### config.mk
export PLATFORM = sky130hd
export DESIGN_NAME = norm_shift_flat
export DESIGN_NICKNAME = d
export VERILOG_FILES = /design/src/rtl/norm_shift_if.sv /design/src/rtl/norm_shift.sv /design/src/flat_wrapper.sv
export SDC_FILE = /design/constraint.sdc
export NUM_CORES = 1
export LEC_CHECK = 0
export BUFFER_PORTS_ARGS = -buffer_cell sky130_fd_sc_hd__buf_4
export CORE_MARGIN = 2
export CORE_UTILIZATION = 50
export CTS_CLUSTER_SIZE = 16
export DETAILED_ROUTE_END_ITERATION = 10
export MAX_ROUTING_LAYER = met4
export PLACE_DENSITY = 0.72
export SLEW_MARGIN = 25
export SYNTH_ARGS = -nofsm -noshare
export SYNTH_HDL_FRONTEND = slang
export SYNTH_SLANG_ARGS = --single-unit
### constraint.sdc
create_clock -name clk -period 1.9 [get_ports clk]
set_input_delay 0.095 -clock clk [delete_from_list [all_inputs] [get_ports clk]]
set_output_delay 0.095 -clock clk [all_outputs]
set_load 0.01 [all_outputs]
### src/rtl/norm_shift_if.sv
// Valid/ready bundle between the clz output and the normaliser.
// The master drives inputs and out_ready; the slave is the normaliser.
interface norm_shift_if #(
  parameter int WIDTH = 16,
  parameter int EXP_W = 8,
  parameter int LZ_W  = $clog2(WIDTH)
);
  logic             in_valid;
  logic             in_ready;
  logic [WIDTH-1:0] in_mant;
  logic [EXP_W-1:0] in_exp;
  logic [LZ_W-1:0]  in_lz;
  logic             in_lz_valid;
  logic             out_valid;
  logic             out_ready;
  logic [WIDTH-1:0] out_mant;
  logic [EXP_W-1:0] out_exp;
  logic             out_zero;
  logic             out_uflow;

  modport master (
    output in_valid,
    input  in_ready,
    output in_mant,
    output in_exp,
    output in_lz,
    output in_lz_valid,
    input  out_valid,
    output out_ready,
    input  out_mant,
    input  out_exp,
    input  out_zero,
    input  out_uflow
  );

  modport slave (
    input  in_valid,
    output in_ready,
    input  in_mant,
    input  in_exp,
    input  in_lz,
    input  in_lz_valid,
    output out_valid,
    input  out_ready,
    output out_mant,
    output out_exp,
    output out_zero,
    output out_uflow
  );
endinterface

### src/rtl/norm_shift.sv
// Mantissa normaliser: S1 clamps the shift against the exponent,
// S2 applies the left shift and drives the result registers.
module norm_shift #(
  parameter int WIDTH = 16,
  parameter int EXP_W = 8,
  parameter int LZ_W  = $clog2(WIDTH)
) (
  input logic          clk,
  input logic          rst,
  norm_shift_if.slave  bus
);

  typedef struct packed {
    logic             valid;
    logic [WIDTH-1:0] mant;
    logic [LZ_W-1:0]  shift;
    logic [EXP_W-1:0] exp;
    logic             zero;
    logic             uflow;
  } s1_t;

  typedef struct packed {
    logic             valid;
    logic [WIDTH-1:0] mant;
    logic [EXP_W-1:0] exp;
    logic             zero;
    logic             uflow;
  } s2_t;

  s1_t s1_q, s1_d;
  s2_t s2_q, s2_d;

  logic             s2_load;
  logic             in_ready;
  logic             in_fire;
  logic             lz_nz;
  logic             lz_fits;
  logic [EXP_W-1:0] lz_ext;

  assign s2_load  = !s2_q.valid | bus.out_ready;
  assign in_ready = !s1_q.valid | s2_load;
  assign in_fire  = bus.in_valid & in_ready;

  assign lz_nz   = bus.in_lz_valid;
  assign lz_ext  = EXP_W'(bus.in_lz);
  assign lz_fits = lz_ext <= bus.in_exp;

  // Clamp the shift so the exponent bottoms out at zero
  always_comb begin
    s1_d = s1_q;
    if (in_fire) begin
      s1_d.valid = 1'b1;
      unique case (1'b1)
        !lz_nz: begin
          s1_d.mant  = '0;
          s1_d.shift = '0;
          s1_d.exp   = '0;
          s1_d.zero  = 1'b1;
          s1_d.uflow = 1'b0;
        end
        lz_nz & lz_fits: begin
          s1_d.mant  = bus.in_mant;
          s1_d.shift = bus.in_lz;
          s1_d.exp   = bus.in_exp - lz_ext;
          s1_d.zero  = 1'b0;
          s1_d.uflow = 1'b0;
        end
        lz_nz & !lz_fits: begin
          s1_d.mant  = bus.in_mant;
          s1_d.shift = bus.in_exp[LZ_W-1:0];
          s1_d.exp   = '0;
          s1_d.zero  = 1'b0;
          s1_d.uflow = 1'b1;
        end
        default: s1_d = s1_q;
      endcase
    end else if (s2_load) begin
      s1_d.valid = 1'b0;
    end
  end

  always_comb begin
    s2_d = s2_q;
    if (s2_load) begin
      s2_d.valid = s1_q.valid;
      if (s1_q.valid) begin
        s2_d.mant  = s1_q.mant << s1_q.shift;
        s2_d.exp   = s1_q.exp;
        s2_d.zero  = s1_q.zero;
        s2_d.uflow = s1_q.uflow;
      end
    end
  end

  always_ff @(posedge clk) begin
    if (rst) begin
      s1_q <= '0;
      s2_q <= '0;
    end else begin
      s1_q <= s1_d;
      s2_q <= s2_d;
    end
  end

  assign bus.in_ready  = in_ready;
  assign bus.out_valid = s2_q.valid;
  assign bus.out_mant  = s2_q.mant;
  assign bus.out_exp   = s2_q.exp;
  assign bus.out_zero  = s2_q.zero;
  assign bus.out_uflow = s2_q.uflow;

endmodule

### src/flat_wrapper.sv
// flat-port wrapper written by rule: the top's interface ports become plain ports
module norm_shift_flat 
#(
  parameter int WIDTH = 16,
  parameter int EXP_W = 8,
  parameter int LZ_W  = $clog2(WIDTH)
)
  (clk, rst, bus_in_valid, bus_in_ready, bus_in_mant, bus_in_exp, bus_in_lz, bus_in_lz_valid, bus_out_valid, bus_out_ready, bus_out_mant, bus_out_exp, bus_out_zero, bus_out_uflow);
  norm_shift_if #(.WIDTH(WIDTH), .EXP_W(EXP_W), .LZ_W(LZ_W)) bus_i ();
  input logic clk;
  input logic rst;
  input wire logic [$bits(bus_i.in_valid)-1:0] bus_in_valid;
  output wire logic [$bits(bus_i.in_ready)-1:0] bus_in_ready;
  input wire logic [$bits(bus_i.in_mant)-1:0] bus_in_mant;
  input wire logic [$bits(bus_i.in_exp)-1:0] bus_in_exp;
  input wire logic [$bits(bus_i.in_lz)-1:0] bus_in_lz;
  input wire logic [$bits(bus_i.in_lz_valid)-1:0] bus_in_lz_valid;
  output wire logic [$bits(bus_i.out_valid)-1:0] bus_out_valid;
  input wire logic [$bits(bus_i.out_ready)-1:0] bus_out_ready;
  output wire logic [$bits(bus_i.out_mant)-1:0] bus_out_mant;
  output wire logic [$bits(bus_i.out_exp)-1:0] bus_out_exp;
  output wire logic [$bits(bus_i.out_zero)-1:0] bus_out_zero;
  output wire logic [$bits(bus_i.out_uflow)-1:0] bus_out_uflow;
  assign bus_i.in_valid = bus_in_valid;
  assign bus_in_ready = bus_i.in_ready;
  assign bus_i.in_mant = bus_in_mant;
  assign bus_i.in_exp = bus_in_exp;
  assign bus_i.in_lz = bus_in_lz;
  assign bus_i.in_lz_valid = bus_in_lz_valid;
  assign bus_out_valid = bus_i.out_valid;
  assign bus_i.out_ready = bus_out_ready;
  assign bus_out_mant = bus_i.out_mant;
  assign bus_out_exp = bus_i.out_exp;
  assign bus_out_zero = bus_i.out_zero;
  assign bus_out_uflow = bus_i.out_uflow;
  norm_shift #(.WIDTH(WIDTH), .EXP_W(EXP_W), .LZ_W(LZ_W)) u_core (.clk(clk), .rst(rst), .bus(bus_i));
endmodule
* Word-level counts from Yosys, hierarchy flattened
Cells that the tools add are included.
** Storage, ports and cells
- Register bits :: 58
- Input port bits :: 33
- Output and inout port bits :: 28
- Logic and storage cells :: 34
** Operators by class
- $add $sub $neg :: 1
- $lt $le $gt $ge :: 1
- Equal/unequal tests :: 1
- Shift operators :: 1
- Multiplexer cells :: 4
- Bitwise operators :: 5
- Reductions and logical operators :: 10
** Operators with widths (number)
- $pmux 30 s3 :: 1
- $shl 16x4->16 :: 1
- $le 4x8->1 :: 1
- $sub 8x4->8 :: 1
- $reduce_and 2->1 :: 3
- $logic_not 1->1 :: 4
- $and 1x1->1 :: 3
- $mux 1 :: 3
- $reduce_bool 3->1 :: 1
- $reduce_or 3->1 :: 1
- $ne 2x2->1 const B :: 1
- $or 1x1->1 :: 2
- $reduce_bool 2->1 :: 1

* Longest topological paths before layout
- Word-level depth :: 6
- Mapped depth :: 8

* Least setup slack after synthesis
Ideal clock, no wire load.
- Kind :: input to register
- Start :: input bus_in_exp[0]
- End :: register u_core.s1_q[5] (netlist bit)
- Library setup time :: 87 ps
- Data arrival time :: 1525 ps
- Data required time :: 1813 ps
- Setup slack :: 288 ps
- Cell stages on the path :: 8
- Path buffers :: 0
- Path through :: inv_1 -> ha_1 -> fa_1 -> nor2b_1 -> o21ai_0 -> nand4b_1 -> nand3_1 -> o31ai_1
** On the way
- Cells in the longest elaborated chain, start to end :: 5
** Ends and longest elaborated chain
- start, declared :: line flat_wrapper.sv:15 : input wire logic [$bits(bus_i.in_exp)-1:0] bus_in_exp;
- $le 4x8->1 :: line norm_shift.sv:46 : assign lz_fits = lz_ext <= bus.in_exp;
- $logic_not 1->1 :: line norm_shift.sv:68 : lz_nz & !lz_fits: begin
- $and 1x1->1 :: line norm_shift.sv:68
- $reduce_bool 3->1 (no source line)
- $reduce_and 2->1 (no source line)
- end signal, assigned :: line norm_shift.sv:97 : s1_q <= '0;
- end signal, assigned :: line norm_shift.sv:100 : s1_q <= s1_d;
- end, declared :: line norm_shift.sv:30 : s1_t s1_q, s1_d;
Parallel ways exist; a longest one is shown, timed or not.
A chain may end at the register's enable or synchronous reset.

* Final worst setup path
- Start :: register u_core.s1_q[11] (netlist bit)
- End :: register u_core.s2_q, in the netlist u_core.bus.out_mant[10]
** On the way
- Cells in the longest elaborated chain, start to end :: 1
** Ends and longest elaborated chain
- $shl 16x4->16 :: line norm_shift.sv:87 : s2_d.mant = s1_q.mant << s1_q.shift;
- end signal, assigned :: line norm_shift.sv:98 : s2_q <= '0;
- end signal, assigned :: line norm_shift.sv:101 : s2_q <= s2_d;
- end, declared :: line norm_shift.sv:31 : s2_t s2_q, s2_d;
Every way passes these cells.

==> flow_summary_export.csv <==
group,metric,value,unit
outcome,status,"finished, final reports clean",
synth,synth_simple_gate_area_share,22.3,%
clocking,cts_buffer_depth,2,
timing,period_share,89.2,%
worst_setup_path,critPathTopFamily,"multiplexers",
timing,report.final.slew_viol_count,0,
pwr,p_total,3.25,mW
place,port_buffers,60,
worst_setup_path,cp-end-kind,"flop",
route,ant_nets,0,
synth,synth.mux.area_fraction,11.9,%
floorplanning,die_area,6480,um^2
synth,synth_cells,354,
finish,n_fill_cell,504,
worst_setup_path,path_depth,6,
synth,synth_top_family_by_area,"simple AND/OR/NAND/NOR gates",
place,detailed_place_hpwl,5180,um
floorplanning,ioPinCount,61,
timing,max_freq,590,MHz
synth,synth-edff-count,0,
synth,synthDistinctLibCells,44,
timing,fin_tns_setup,0,ns
worst_setup_path,r2r_slack,0.20,ns
pwr,p_per_area,877,nW/um^2
clocking,cts_tree,"done",
floorplanning,start_util,52.5,%
finish,n_antenna_cell,0,
floorplanning,chipHeight,80.5,um
synth,synth-main-ff-cell,"dfxtp_1",
synth,synth-xor-area-share,1.50,%
synth,yosys.area_share.adder,2.40,%
worst_setup_path,reg2reg_depth,6,
finish,finish.utilization,66.5,%
finish,areaGrowthSynthToFinish,26.7,%
floorplanning,rows,27,
synth,syn_avg_cell_area,8.26,um^2
timing,maxSlewHeadroom,71.6,%
finish,drive_above_1_share,24.5,%
clocking,clkSlewWorstSetupHoldPaths,0.06,ns
route,vias_per_cell,5.46,
grt,grt_pass1_wl,11800,um
worst_setup_path,cp_slowest_cell,"dfxtp_2",
grt,grt_usage,23.9,%
timing,hold_viol,0,
worst_setup_path,path_class,"reg -> reg",
synth,netlist.area_leader.share,39.7,%
synth,syn_nets,392,
route,routedWlPerCell,14.1,um
timing,clock-skew-final,0.00348,ns
floorplanning,core,5570,um^2
min_path,worst_hold_path_type,"in -> reg",
worst_setup_path,path_max_fanout,9,
timing,worstMarginPinSlew,0.425,ns
synth,netlist_area,2920,um^2
pwr,ir_drop,0.522,mV
route,wl,6950,um
grt,grt_pass1_vias,2546,
flow_run,drv_cap,0,
grt,grt_max_degree,32,
clocking,htree_levels,3,
route,dr_total_vias,2692,
worst_setup_path,worstPathRequired,2.11,ns
worst_setup_path,critPathBufInv,1,
clocking,cts_buffers,9,
clocking,cts.sinks,58,
timing,setup_viol,0,
finish,layout.nets,454,
timing,rsz0062_at_grt,"false",
synth,yosysMostFrequentCell,"dfxtp_1",
pwr,p_leak,1.51,nW
synth,netlist_top_cells_area,"dfxtp_1 40%, nand2_1 7.3%, a21oi_1 7.0%, nand3_1 4.8%, mux2i_1 4.5%",
worst_setup_path,critPathArrivalTime,1.90,ns
route,route.detailed.drc,0,
synth,synth.top_cells.by_count,"58 x dfxtp_1, 57 x nand2_1, 41 x a21oi_1, 29 x nor2_1, 28 x nand3_1",
grt,gr-total-overflow,0,
clocking,cts_root_buf,"clkbuf_8",
synth,synth_compound_area_share,16.4,%
floorplanning,die_w,80.5,um
route,firstDrtPassIters,4,
grt,antenna_found_initial,0,
worst_setup_path,cp-start-kind,"flop",
worst_setup_path,cp_slowest_stage_delay,0.41,ns
synth,ys_warn_count,0,
clocking,clock_latency,0.33,ns
place,globalplace.congestion,0.900,
synth,ys_seq_area_share,39.7,%
min_path,whs_path_depth,3,
synth,async_reset_ff_share,0,%
synth,synth_seq_cells,58,
synth,synth_top_cell_by_area,"dfxtp_1",
route,dr.first_iter.drc_count,181,
worst_setup_path,crit_chain,"buf_4 -> mux2_2 -> mux2i_1 -> o22ai_1 -> a221oi_1 -> nor2_1",
timing,post-route-min-period,1.70,ns
cells in the final DEF (no fill, tap or decap), types with 2 or more instances in the layout:
cell type  instances
buf_4             74
nand2_1           57
dfxtp_1           57
a21oi_1           41
nor2_1            29
nand3_1           28
mux2i_1           13
o21ai_0           13
mux2_2            11
nand4_1           11
clkbuf_8          10
inv_1              9
a22oi_1            9
nor3_1             5
a31oi_1            4
xnor2_1            4
ha_1               4
bufinv_16          4
nand2b_1           3
o22a_1             3
mux4_1             3
nor2b_1            3
nand3b_1           2
and2_1             2
o21bai_1           2
a211oi_1           2
worst reg2reg max path, stage by stage (launching register included):
cell,delay (ns)
dfxtp_2,0.41
buf_4,0.19
mux2_2,0.35
mux2i_1,0.20
o22ai_1,0.12
a221oi_1,0.24
nor2_1,0.06
state kept, by name, summed over array words and instances (netlist names):
signal and flops:
u_core.s1_q 31, u_core.bus.out_valid 1, u_core.bus.out_zero 1, u_core.bus.out_uflow 1, u_core.bus.out_exp 8, u_core.bus.out_mant 16
final cells by class:
type | instances | area [um^2] | share of cell area, %
tap | 72 | 90.1 | 2.43
sequential | 58 | 1160 | 31.4
clock inverter | 5 | 125 | 3.38
timing repair buffer | 74 | 556 | 15.0
clock buffer | 11 | 141 | 3.82
inverter | 10 | 37.5 | 1.01
multi-input combinational | 263 | 1590 | 43.0
per-layer routing:
layer  GRT usage (%)  share of wire, %  vias up
met5               -                 0        -
met4            8.64              0.63        0
met3            5.06               5.8        5
met2            34.4                44       82
met1            33.2                49     1230
li1                -                 -     1375
where the power goes:
| group | switching [mW] | total (mW) | internal, mW |
|---|---|---|---|
| clock | 0.480 | 1.52 | 1.04 |
| combinational | 0.233 | 0.429 | 0.196 |
| sequential | 0.0415 | 1.30 | 1.26 |
path summary, 6_finish.rpt:
path / startpoint / to
setup reg to reg: u_core.s1_q[11]$_SDFFE_PP0P_ / u_core.bus.out_mant[10]$_SDFFE_PP0P_
setup / recovery: u_core.s1_q[11]$_SDFFE_PP0P_ / u_core.bus.out_mant[10]$_SDFFE_PP0P_
hold / removal: bus_in_lz[2] / u_core.s1_q[12]$_SDFFE_PP0P_
hold reg to reg: u_core.bus.out_exp[3]$_SDFFE_PP0P_ / u_core.bus.out_exp[3]$_SDFFE_PP0P_
metrics by stage:
step / std cells / setup WS (ns) / area (um^2) / hold WS, ns
after detailed placement: 477 / 0.0757 / 3440 / 0.358
after floorplan: 354 / 0.288 / 2920 / 0.224
after CTS: 493 / 0.0899 / 3700 / 0.0164
final: 493 / 0.205 / 3710 / 0.0230
after global routing: 493 / 0.104 / 3710 / 0.0317
after global placement: 477 / 0.142 / 3440 / 0.361
kinds of logic after synthesis:
kind of cell,Yosys count
AO/OA/AOI/OAI,81
XOR/XNOR,5
adder cells (fa/ha/maj),5
buffers and inverters,33
flip-flops,58
multiplexers,28
AND/OR/NAND/NOR,144
timing repair:
action / in CTS / in global routing
setup endpoints to repair: 0 / 2
setup buffers: 0 / 0
resized for setup: 0 / 1
hold buffers: 0 / 0
Power figures use the tool's default switching activity.
